$ cat src/rtl/uart_cmd_link_if.sv
// rtl/uart_cmd_link_if.sv - command/read handshake bundle between controller and UART link
interface uart_cmd_link_if #(
   parameter int CMD_WIDTH  = 16,
   parameter int READ_WIDTH = 8
);
   logic [CMD_WIDTH-1:0]  cmd_in;
   logic                  cmd_vld;
   logic                  cmd_rdy;
   logic [READ_WIDTH-1:0] read_data;
   logic                  read_vld;
   logic                  parity_err;
   logic                  frame_err;

   modport master (
      output cmd_in, cmd_vld,
      input  cmd_rdy, read_data, read_vld, parity_err, frame_err
   );

   modport slave (
      input  cmd_in, cmd_vld,
      output cmd_rdy, read_data, read_vld, parity_err, frame_err
   );
endinterface

$ cat src/rtl/uart_cmd_link.sv
// rtl/uart_cmd_link.sv - full-duplex UART: multi-byte command TX, multi-byte read word RX
module uart_cmd_link #(
   parameter int CLK_FREQ   = 50000000,
   parameter int BAUD       = 115200,
   parameter int CMD_WIDTH  = 16,
   parameter int READ_WIDTH = 8,
   parameter int PARITY     = 1
) (
   input  logic             clk,
   input  logic             rst_n,
   uart_cmd_link_if.slave   cmd,
   output logic             tx,
   input  logic             rx
);
   localparam int DIV = CLK_FREQ / BAUD;
   localparam int CW  = $clog2(DIV + 1);
   localparam logic [CW-1:0] DIV_M1 = CW'(DIV - 1);
   localparam logic [CW-1:0] HALF   = CW'(DIV / 2);
   localparam int TNB = CMD_WIDTH / 8;
   localparam int RNB = READ_WIDTH / 8;
   localparam int TBW = $clog2(TNB + 1);
   localparam int RBW = $clog2(RNB + 1);
   localparam logic [TBW-1:0] T_LAST = TBW'(TNB - 1);
   localparam logic [RBW-1:0] R_LAST = RBW'(RNB - 1);

   typedef enum logic [2:0] {S_IDLE, S_START, S_DATA, S_PAR, S_STOP, S_WAIT} state_t;

   function automatic logic par_bit(input logic [7:0] b);
      return (PARITY == 2) ? ^b : ~^b;
   endfunction

   state_t                tx_state, tx_next;
   logic [CW-1:0]         tx_cnt;
   logic [2:0]            tx_bit;
   logic [TBW-1:0]        tx_bcnt;
   logic [CMD_WIDTH-1:0]  tx_word;
   logic [7:0]            tx_byte;
   logic                  tx_tick;

   assign tx_byte     = tx_word[CMD_WIDTH-1 -: 8];
   assign tx_tick     = (tx_cnt == DIV_M1);
   assign cmd.cmd_rdy = (tx_state == S_IDLE);

   always_comb begin
      tx_next = tx_state;
      tx      = 1'b1;
      case (tx_state)
         S_IDLE:  if (cmd.cmd_vld) tx_next = S_START;
         S_START: begin
            tx = 1'b0;
            if (tx_tick) tx_next = S_DATA;
         end
         S_DATA: begin
            tx = tx_byte[tx_bit];
            if (tx_tick && tx_bit == 3'd7) tx_next = (PARITY != 0) ? S_PAR : S_STOP;
         end
         S_PAR: begin
            tx = par_bit(tx_byte);
            if (tx_tick) tx_next = S_STOP;
         end
         S_STOP:  if (tx_tick) tx_next = (tx_bcnt == T_LAST) ? S_IDLE : S_START;
         default: tx_next = S_IDLE;
      endcase
   end

   always_ff @(posedge clk or negedge rst_n) begin
      if (!rst_n) begin
         tx_state <= S_IDLE;
         tx_cnt   <= '0;
         tx_bit   <= '0;
         tx_bcnt  <= '0;
         tx_word  <= '0;
      end else begin
         tx_state <= tx_next;
         tx_cnt   <= (tx_state == S_IDLE || tx_tick) ? '0 : tx_cnt + 1'b1;
         if (tx_state == S_IDLE && cmd.cmd_vld) begin
            tx_word <= cmd.cmd_in;
            tx_bcnt <= '0;
         end
         if (tx_state == S_DATA && tx_tick) tx_bit <= tx_bit + 3'd1;
         // Next byte moves into the MSB slot once the current stop bit ends
         if (tx_state == S_STOP && tx_tick) begin
            tx_word <= tx_word << 8;
            tx_bcnt <= tx_bcnt + 1'b1;
         end
      end
   end

   logic                  rx_s1, rx_s2, rx_prev;
   state_t                rx_state, rx_next;
   logic [CW-1:0]         rx_cnt;
   logic [2:0]            rx_bit;
   logic [RBW-1:0]        rx_bcnt;
   logic [7:0]            rx_byte;
   logic [READ_WIDTH-1:0] rx_word, rx_word_nxt;
   logic                  rx_perr, rx_ferr, rx_tick;

   assign rx_tick     = (rx_cnt == ((rx_state == S_START) ? HALF : DIV_M1));
   assign rx_word_nxt = (rx_word << 8) | READ_WIDTH'(rx_byte);

   always_comb begin
      rx_next = rx_state;
      case (rx_state)
         S_IDLE:  if (rx_prev && !rx_s2) rx_next = S_START;
         S_START: if (rx_tick) rx_next = rx_s2 ? S_IDLE : S_DATA;
         S_DATA:  if (rx_tick && rx_bit == 3'd7) rx_next = (PARITY != 0) ? S_PAR : S_STOP;
         S_PAR:   if (rx_tick) rx_next = S_STOP;
         // A low stop bit may be a break; hold off re-arming until the line idles
         S_STOP:  if (rx_tick) rx_next = rx_s2 ? S_IDLE : S_WAIT;
         S_WAIT:  if (rx_s2) rx_next = S_IDLE;
         default: rx_next = S_IDLE;
      endcase
   end

   always_ff @(posedge clk or negedge rst_n) begin
      if (!rst_n) begin
         rx_s1          <= 1'b1;
         rx_s2          <= 1'b1;
         rx_prev        <= 1'b1;
         rx_state       <= S_IDLE;
         rx_cnt         <= '0;
         rx_bit         <= '0;
         rx_bcnt        <= '0;
         rx_byte        <= '0;
         rx_word        <= '0;
         rx_perr        <= 1'b0;
         rx_ferr        <= 1'b0;
         cmd.read_data  <= '0;
         cmd.read_vld   <= 1'b0;
         cmd.parity_err <= 1'b0;
         cmd.frame_err  <= 1'b0;
      end else begin
         rx_s1        <= rx;
         rx_s2        <= rx_s1;
         rx_prev      <= rx_s2;
         rx_state     <= rx_next;
         rx_cnt       <= (rx_state == S_IDLE || rx_state == S_WAIT || rx_tick) ? '0 : rx_cnt + 1'b1;
         cmd.read_vld <= 1'b0;
         case (rx_state)
            S_DATA: if (rx_tick) begin
               rx_byte <= {rx_s2, rx_byte[7:1]};
               rx_bit  <= rx_bit + 3'd1;
            end
            S_PAR: if (rx_tick && rx_s2 != par_bit(rx_byte)) rx_perr <= 1'b1;
            S_STOP: if (rx_tick) begin
               if (rx_bcnt == R_LAST) begin
                  cmd.read_data  <= rx_word_nxt;
                  cmd.read_vld   <= 1'b1;
                  cmd.parity_err <= rx_perr;
                  cmd.frame_err  <= rx_ferr | ~rx_s2;
                  rx_perr        <= 1'b0;
                  rx_ferr        <= 1'b0;
                  rx_bcnt        <= '0;
               end else begin
                  rx_word <= rx_word_nxt;
                  rx_bcnt <= rx_bcnt + 1'b1;
                  if (!rx_s2) rx_ferr <= 1'b1;
               end
            end
            default: ;
         endcase
      end
   end
endmodule

$ cat src/flat_wrapper.sv
// flat-port wrapper written by rule: the top's interface ports become plain ports
module uart_cmd_link_flat 
#(
   parameter int CLK_FREQ   = 50000000,
   parameter int BAUD       = 115200,
   parameter int CMD_WIDTH  = 16,
   parameter int READ_WIDTH = 8,
   parameter int PARITY     = 1
)
  (clk, rst_n, tx, rx, cmd_cmd_in, cmd_cmd_vld, cmd_cmd_rdy, cmd_read_data, cmd_read_vld, cmd_parity_err, cmd_frame_err);
  uart_cmd_link_if #(.CMD_WIDTH(CMD_WIDTH), .READ_WIDTH(READ_WIDTH)) cmd_i ();
  input  logic clk;
  input  logic rst_n;
  output logic tx;
  input  logic rx;
  input wire logic [$bits(cmd_i.cmd_in)-1:0] cmd_cmd_in;
  input wire logic [$bits(cmd_i.cmd_vld)-1:0] cmd_cmd_vld;
  output wire logic [$bits(cmd_i.cmd_rdy)-1:0] cmd_cmd_rdy;
  output wire logic [$bits(cmd_i.read_data)-1:0] cmd_read_data;
  output wire logic [$bits(cmd_i.read_vld)-1:0] cmd_read_vld;
  output wire logic [$bits(cmd_i.parity_err)-1:0] cmd_parity_err;
  output wire logic [$bits(cmd_i.frame_err)-1:0] cmd_frame_err;
  assign cmd_i.cmd_in = cmd_cmd_in;
  assign cmd_i.cmd_vld = cmd_cmd_vld;
  assign cmd_cmd_rdy = cmd_i.cmd_rdy;
  assign cmd_read_data = cmd_i.read_data;
  assign cmd_read_vld = cmd_i.read_vld;
  assign cmd_parity_err = cmd_i.parity_err;
  assign cmd_frame_err = cmd_i.frame_err;
  uart_cmd_link #(.CLK_FREQ(CLK_FREQ), .BAUD(BAUD), .CMD_WIDTH(CMD_WIDTH), .READ_WIDTH(READ_WIDTH), .PARITY(PARITY)) u_core (.clk(clk), .rst_n(rst_n), .cmd(cmd_i), .tx(tx), .rx(rx));
endmodule
$ cat config.mk
export PLATFORM = sky130hd
export DESIGN_NAME = uart_cmd_link_flat
export DESIGN_NICKNAME = d
export VERILOG_FILES = /design/src/rtl/uart_cmd_link_if.sv /design/src/rtl/uart_cmd_link.sv /design/src/flat_wrapper.sv
export SDC_FILE = /design/constraint.sdc
export NUM_CORES = 1
export LEC_CHECK = 0
export CORE_UTILIZATION = 57
export DETAILED_ROUTE_END_ITERATION = 8
export HOLD_SLACK_MARGIN = 0.1
export PLACE_DENSITY_LB_ADDON = 0.08
export SKIP_LAST_GASP = 1
export SYNTH_ARGS = -nofsm -noshare
export SYNTH_HDL_FRONTEND = slang
export SYNTH_SLANG_ARGS = --single-unit
$ cat constraint.sdc
create_clock -name clk -period 2.2 [get_ports clk]
set_input_delay 0.44 -clock clk [delete_from_list [all_inputs] [get_ports clk]]
set_output_delay 0.44 -clock clk [all_outputs]
set_load 0.02 [all_outputs]
==> results of run 1 <==
## path summary, 6_finish.rpt
path | start | end | slack, ns | cells past startpoint
max | u_core.tx_bit[1]$_DFFE_PN0P_ | tx | -0.18 | 5
min | u_core.rx_s1$_DFF_PN1_ | u_core.rx_s2$_DFF_PN1_ | 0.37 | 0
max reg2reg | u_core.rx_cnt[1]$_DFF_PN0_ | u_core.cmd.read_data[0]$_DFFE_PN0P_ | 0.18 | 7
min reg2reg | u_core.rx_s1$_DFF_PN1_ | u_core.rx_s2$_DFF_PN1_ | 0.37 | 0
max in group asynchronous | rst_n | u_core.rx_state[2]$_DFFE_PN0P_ | 0.97 | 3
min in group asynchronous | rst_n | u_core.rx_cnt[3]$_DFF_PN0_ | 0.59 | 2
## critical path, cell delays in order (launching register included)
cell and delay (ns):
dfrtp_1 0.42, mux4_2 0.52, mux2i_1 0.15, a21oi_1 0.07
a311o_1 0.30, buf_6 0.14
## power by group
| group | internal, mW | switching [mW] | leakage (nW) |
|---|---|---|---|
| combinational | 0.143 | 0.126 | 0.882 |
| clock | 0.504 | 0.472 | 0.0967 |
| sequential | 1.36 | 0.0913 | 0.942 |
## state kept, by name, indices dropped and copies added, names as in the netlist, 3 cells and up
| signal | cells |
|---|---|
| u_core.cmd.read_data | 8 |
| u_core.rx_bit | 3 |
| u_core.rx_byte | 8 |
| u_core.rx_cnt | 9 |
| u_core.rx_state | 3 |
| u_core.tx_bit | 3 |
| u_core.tx_cnt | 9 |
| u_core.tx_state | 3 |
| u_core.tx_word | 16 |
## metrics by stage
stage                     power (mW)  setup TNS (ns)
after floorplan                 1.62               0
after global placement          1.73          -0.269
after detailed placement        1.74          -0.274
after CTS                       2.73          -0.222
after global routing            2.82          -0.261
final                           2.69          -0.180
## cells by family (layout without fill, tap and decap cells)
group	count (synthesis)	in the layout	share of synthesized area [%]
AO/OA/AOI/OAI	26	26	5.27
XOR/XNOR	32	32	8.15
adder cells (fa/ha/maj)	9	9	3.27
buffers and inverters	18	76	3.56
flip-flops	71	71	51.8
multiplexers	35	35	11.7
AND/OR/NAND/NOR	104	104	16.3
## final cells by class
class	count	area (um2)
Fill cell	431	1570
Sequential cell	71	1780
Clock inverter	2	13.8
Tap cell	72	90.1
Inverter	8	30.0
Clock buffer	14	173
Timing Repair Buffer	52	480
Multi-Input combinational cell	206	1540
## synthesized netlist by cell type (all sizes together)
| library cell | count |
|---|---|
| nand2b | 2 |
| or2b | 1 |
| or3 | 3 |
| nor3b | 1 |
| a21oi | 3 |
| nor2b | 2 |
| and2 | 2 |
| or2 | 2 |
| o31ai | 2 |
| nand4 | 2 |
| a211oi | 1 |
| a22oi | 8 |
| buf | 8 |
| a221oi | 1 |
| and3 | 3 |
| xnor2 | 17 |
| nor3 | 5 |
| o21a | 1 |
| nand3 | 9 |
| a22o | 1 |
| o21ai | 6 |
| dfstp | 3 |
| ha | 9 |
| or3b | 2 |
| dfrtp | 68 |
| nand2 | 27 |
| and2b | 1 |
| mux2 | 22 |
| nand4bb | 2 |
| nor4 | 1 |
| or4 | 1 |
| clkbuf | 2 |
| mux2i | 11 |
| xor2 | 15 |
| inv | 8 |
| nor2 | 36 |
| a311o | 1 |
| nand4b | 1 |
| mux4 | 2 |
| nand3b | 1 |
| o22ai | 2 |
## metal layers
layer  track usage [%]  vias to the layer above  share of wire [%]
li1                  -                     1125                  -
met2              34.6                       32                 49
met3              5.94                        8                3.1
met5                 0                        -                  0
met1              25.3                     1103                 46
met4              8.18                        0                1.8
## timing repair
item / CTS / global route
setup buffers: 0 / 1
hold endpoints to repair: 17 / 0
hold buffers: 1 / 0
resized for setup: 7 / 0
pin swaps: 2 / 0
setup endpoints to repair: 2 / 1
==> results.cfg, run 1 <==
[floorplanning]
die_w_um = 79.7
core-area_um2 = 5680
ioPinCount = 33
die_area_um2 = 6350
initial_utilization_pct = 60.6
rows = 27
die_y_um = 79.7

[layout]
stdcell_area_um2 = 4100
drive_gt1_share_pct = 21.5
finalNonFillerCells = 425
final_cell_mix = dfrtp_1, nor2_1, clkdlybuf4s50_1
final_nets = 377
fin_util_pct = 72.3
area_growth_pct = 19.3
layout_commonest_cell = dfrtp_1
antennaDiodeCount = 0

[sta]
slew_headroom_pct = 65.3
worstMarginPinSlew_ns = 0.516
finalHoldViolCount = 0
grt_setup_unrepaired = yes
clock_skew_ns = 0.00839
setup_viol = 1
whs_ns = 0.369
finalMaxSlewViolations = 0
period_share_pct = 108
setup_slack_ns = -0.180
max_freq_mhz = 420
period_minus_slack_ns = 2.38

[synthesis]
yosys.area.top_type = dfrtp_1
syn_area_per_cell_um2 = 11.7
synth.top_cell.area_share_pct = 49.5
synth_fp_nets = 324
synth-seq-area-share_pct = 51.8
syn_area_um2 = 3440
synthTopCellsByArea = dfrtp_1, mux2_2, xnor2_1
ys_ff_latch = 71
yosys_warnings = 0
syn_inst = 295
synth_cell_type_count = 52

[global_routing]
gr-usage-all-layers_pct = 20.8
grt_max_degree = 33
grt_pass1_wl_um = 9910
antenna_found_initial = 0
first_global_vias = 2292
grt.overflow.total = 0

[clock_tree]
clock_latency_ns = 0.34
clock-sinks = 71
cts_root_buffer = clkbuf_8
numCtsBuffers = 9
cts_buffer_depth = 2
ctsHtreeMaxLevel = 3
clkTransAtPathRegs_ns = 0.08
tritoncts = yes

[routing]
wl_per_cell_um = 13.4
routed_wirelength_um = 5710
drc = 0
drt_iter0_markers = 80
dr.pass1.iters = 4
drtAntennaViolNets = 0
vias = 2268
avgViaCountPerCell = 5.34

[place]
placed_cell_area_um2 = 3900
post-place-ws_ns = -0.274
dp.cells = 407
hpwl_um = 4100
io_buffers = 32
finalWeightedCongestion = 0.814

[power]
vdd_drop_max_mv = 0.540
power.leakage_nw = 1.92
p_per_area_nw_per_um2 = 656

[critical_path]
cp.required_ns = 1.76
critPathKind = reg -> out
crit_arrival_ns = 1.94
cp-end-kind = output port
crit_fanout = 3
crit_path_start_kind = flop

[status]
violations = negative setup slack
status = complete, but fails checks

[worst_hold_path]
min_path_type = reg -> reg

[run]
maxCapViolCount = 0
(Power assumes the default switching activity.)
==> inputs of run 2 (changes only) <==
--- a/config.mk
+++ b/config.mk
@@ -5,11 +5,11 @@
 export SDC_FILE = /design/constraint.sdc
 export NUM_CORES = 1
 export LEC_CHECK = 0
+export CORE_MARGIN = 2
 export CORE_UTILIZATION = 57
 export DETAILED_ROUTE_END_ITERATION = 8
 export HOLD_SLACK_MARGIN = 0.1
 export PLACE_DENSITY_LB_ADDON = 0.08
-export SKIP_LAST_GASP = 1
 export SYNTH_ARGS = -nofsm -noshare
 export SYNTH_HDL_FRONTEND = slang
 export SYNTH_SLANG_ARGS = --single-unit
==> results.cfg, run 2 (synthesized netlist as in run 1, its figures left out) <==
[sta]
max_freq_mhz = 416
period_share_pct = 109
finalMaxSlewViolations = 0
clock_skew_ns = 0.0103
whs_ns = 0.370
finalHoldViolCount = 0
setup_slack_ns = -0.206
setup_viol = 1
period_minus_slack_ns = 2.41
grt_setup_unrepaired = yes
slew_headroom_pct = 63.2
worstMarginPinSlew_ns = 0.552

[floorplanning]
ioPinCount = 33
die_area_um2 = 6670
die_w_um = 81.7
rows = 28
core-area_um2 = 5890
initial_utilization_pct = 58.4
die_y_um = 81.7

[routing]
vias = 2243
routed_wirelength_um = 5660
drtAntennaViolNets = 0
dr.pass1.iters = 4
drt_iter0_markers = 82
wl_per_cell_um = 13.3
avgViaCountPerCell = 5.25
drc = 0

[critical_path]
critPathKind = reg -> out
path_cells = mux4_2 -> mux2i_1 -> a21oi_1 -> a311o_1 -> buf_6
cp.required_ns = 1.76
crit_fanout = 3
crit_arrival_ns = 1.97
crit_path_start_kind = flop
max_stage_delay_ns = 0.52
r2r-start = u_core.rx_cnt[1]$_DFF_PN0_
cp-end-kind = output port
worstSetupStartpoint = u_core.tx_bit[1]$_DFFE_PN0P_
critPathSlowestCell = mux4_2

[status]
violations = negative setup slack
status = complete, but fails checks

[power]
vdd_drop_max_mv = 0.390
power.leakage_nw = 1.92
p_per_area_nw_per_um2 = 701

[place]
io_buffers = 32
finalWeightedCongestion = 0.779
hpwl_um = 3930
post-place-ws_ns = -0.292

[global_routing]
grt.overflow.total = 0
grtUsageMet3_pct = 6.81
met1_usage_pct = 24.5
antenna_found_initial = 0
gr-usage-all-layers_pct = 19.6
first_global_vias = 2228
grt_max_degree = 45
met2_usage_pct = 31.5
grt_pass1_wl_um = 9750
top_usage_layer = met2

[clock_tree]
numCtsBuffers = 9
cts_root_buffer = clkbuf_8
ctsHtreeMaxLevel = 3
clkTransAtPathRegs_ns = 0.08
cts_buffer_depth = 2
clock_latency_ns = 0.34
clock-sinks = 71
post_cts_buffers = 0
tritoncts = yes

[layout]
final_nets = 376
largest_reg_flops = 16
antennaDiodeCount = 0
layout_commonest_cell = dfrtp_1
area_growth_pct = 20.2
multiInputGateArea_um2 = 1540
n_fill_cell = 459
drive_gt1_share_pct = 21.9
top_regs = u_core.tx_word (16), u_core.rx_cnt (9), u_core.tx_cnt (9)
regArea_um2 = 1780
top_register = u_core.tx_word
final_cell_mix = dfrtp_1, nor2_1, clkdlybuf4s50_1

[run]
maxCapViolCount = 0

[worst_hold_path]
min_path_type = reg -> reg
hold_path_startpoint = u_core.rx_s1$_DFF_PN1_
run 2: changes by cell type in the layout (fill, tap and decap cells not counted):
cell,change
clkinvlp_4,+2
buf_12,-1
clkbuf_1,-2
bufinv_16,+2
clkbuf_8,-1
clkinv_4,-1
run 2: layer usage:
metal | routed length [um] | share of wire [%]
met5 | 0 | 0
met4 | 85 | 1.5
met1 | 2710 | 48
met2 | 2650 | 47
met3 | 220 | 3.9
run 2: worst paths after layout:
path,to,slack [ns],cells past startpoint
setup / recovery,tx,-0.21,5
hold / removal,u_core.rx_s2$_DFF_PN1_,0.37,0
setup reg to reg,u_core.rx_byte[3]$_DFFE_PN0P_,0.17,7
hold reg to reg,u_core.rx_s2$_DFF_PN1_,0.37,0
max in group asynchronous,u_core.rx_prev$_DFF_PN1_,1.10,3
min in group asynchronous,u_core.rx_cnt[7]$_DFF_PN0_,0.63,3
run 2: worst max-delay path: cells and delay by family, from the launching register on:
kind | cells | cell delay [ns]
flip-flops | 1 | 0.41
multiplexers | 2 | 0.68
AO/OA/AOI/OAI | 2 | 0.39
buffers and inverters | 1 | 0.15
run 2: metrics by stage:
stage	util (%)	TNS, ns	power (mW)	instances	area, um2
floorplan	-	0	1.62	295	3440
global placement	66.1	-0.273	1.73	410	3890
detailed placement	66.1	-0.292	1.74	410	3890
CTS	70.2	-0.249	2.93	427	4130
global route	70.2	-0.301	3.04	427	4130
finish	70.2	-0.206	2.90	427	4130
run 2: cell type report:
type	instances	share of cell area, %
clock buffers	11	3.66
clock inverters	5	1.94
inverters	8	0.727
multi-input cells	206	37.2
flip-flops and latches	71	43.1
well taps	75	2.27
repair buffers	51	11.1
run 2: report_power, final:
group | internal [mW] | switching, mW
clock network | 0.698 | 0.483
logic | 0.141 | 0.129
registers | 1.36 | 0.0884
run 2: what timing repair did:
action / in CTS / in global routing
gates resized for setup: 7 / 0
setup endpoints to repair: 2 / 1
pin swaps: 2 / 0
endpoints found under the hold margin: 21 / 0
hold buffers: 1 / 0
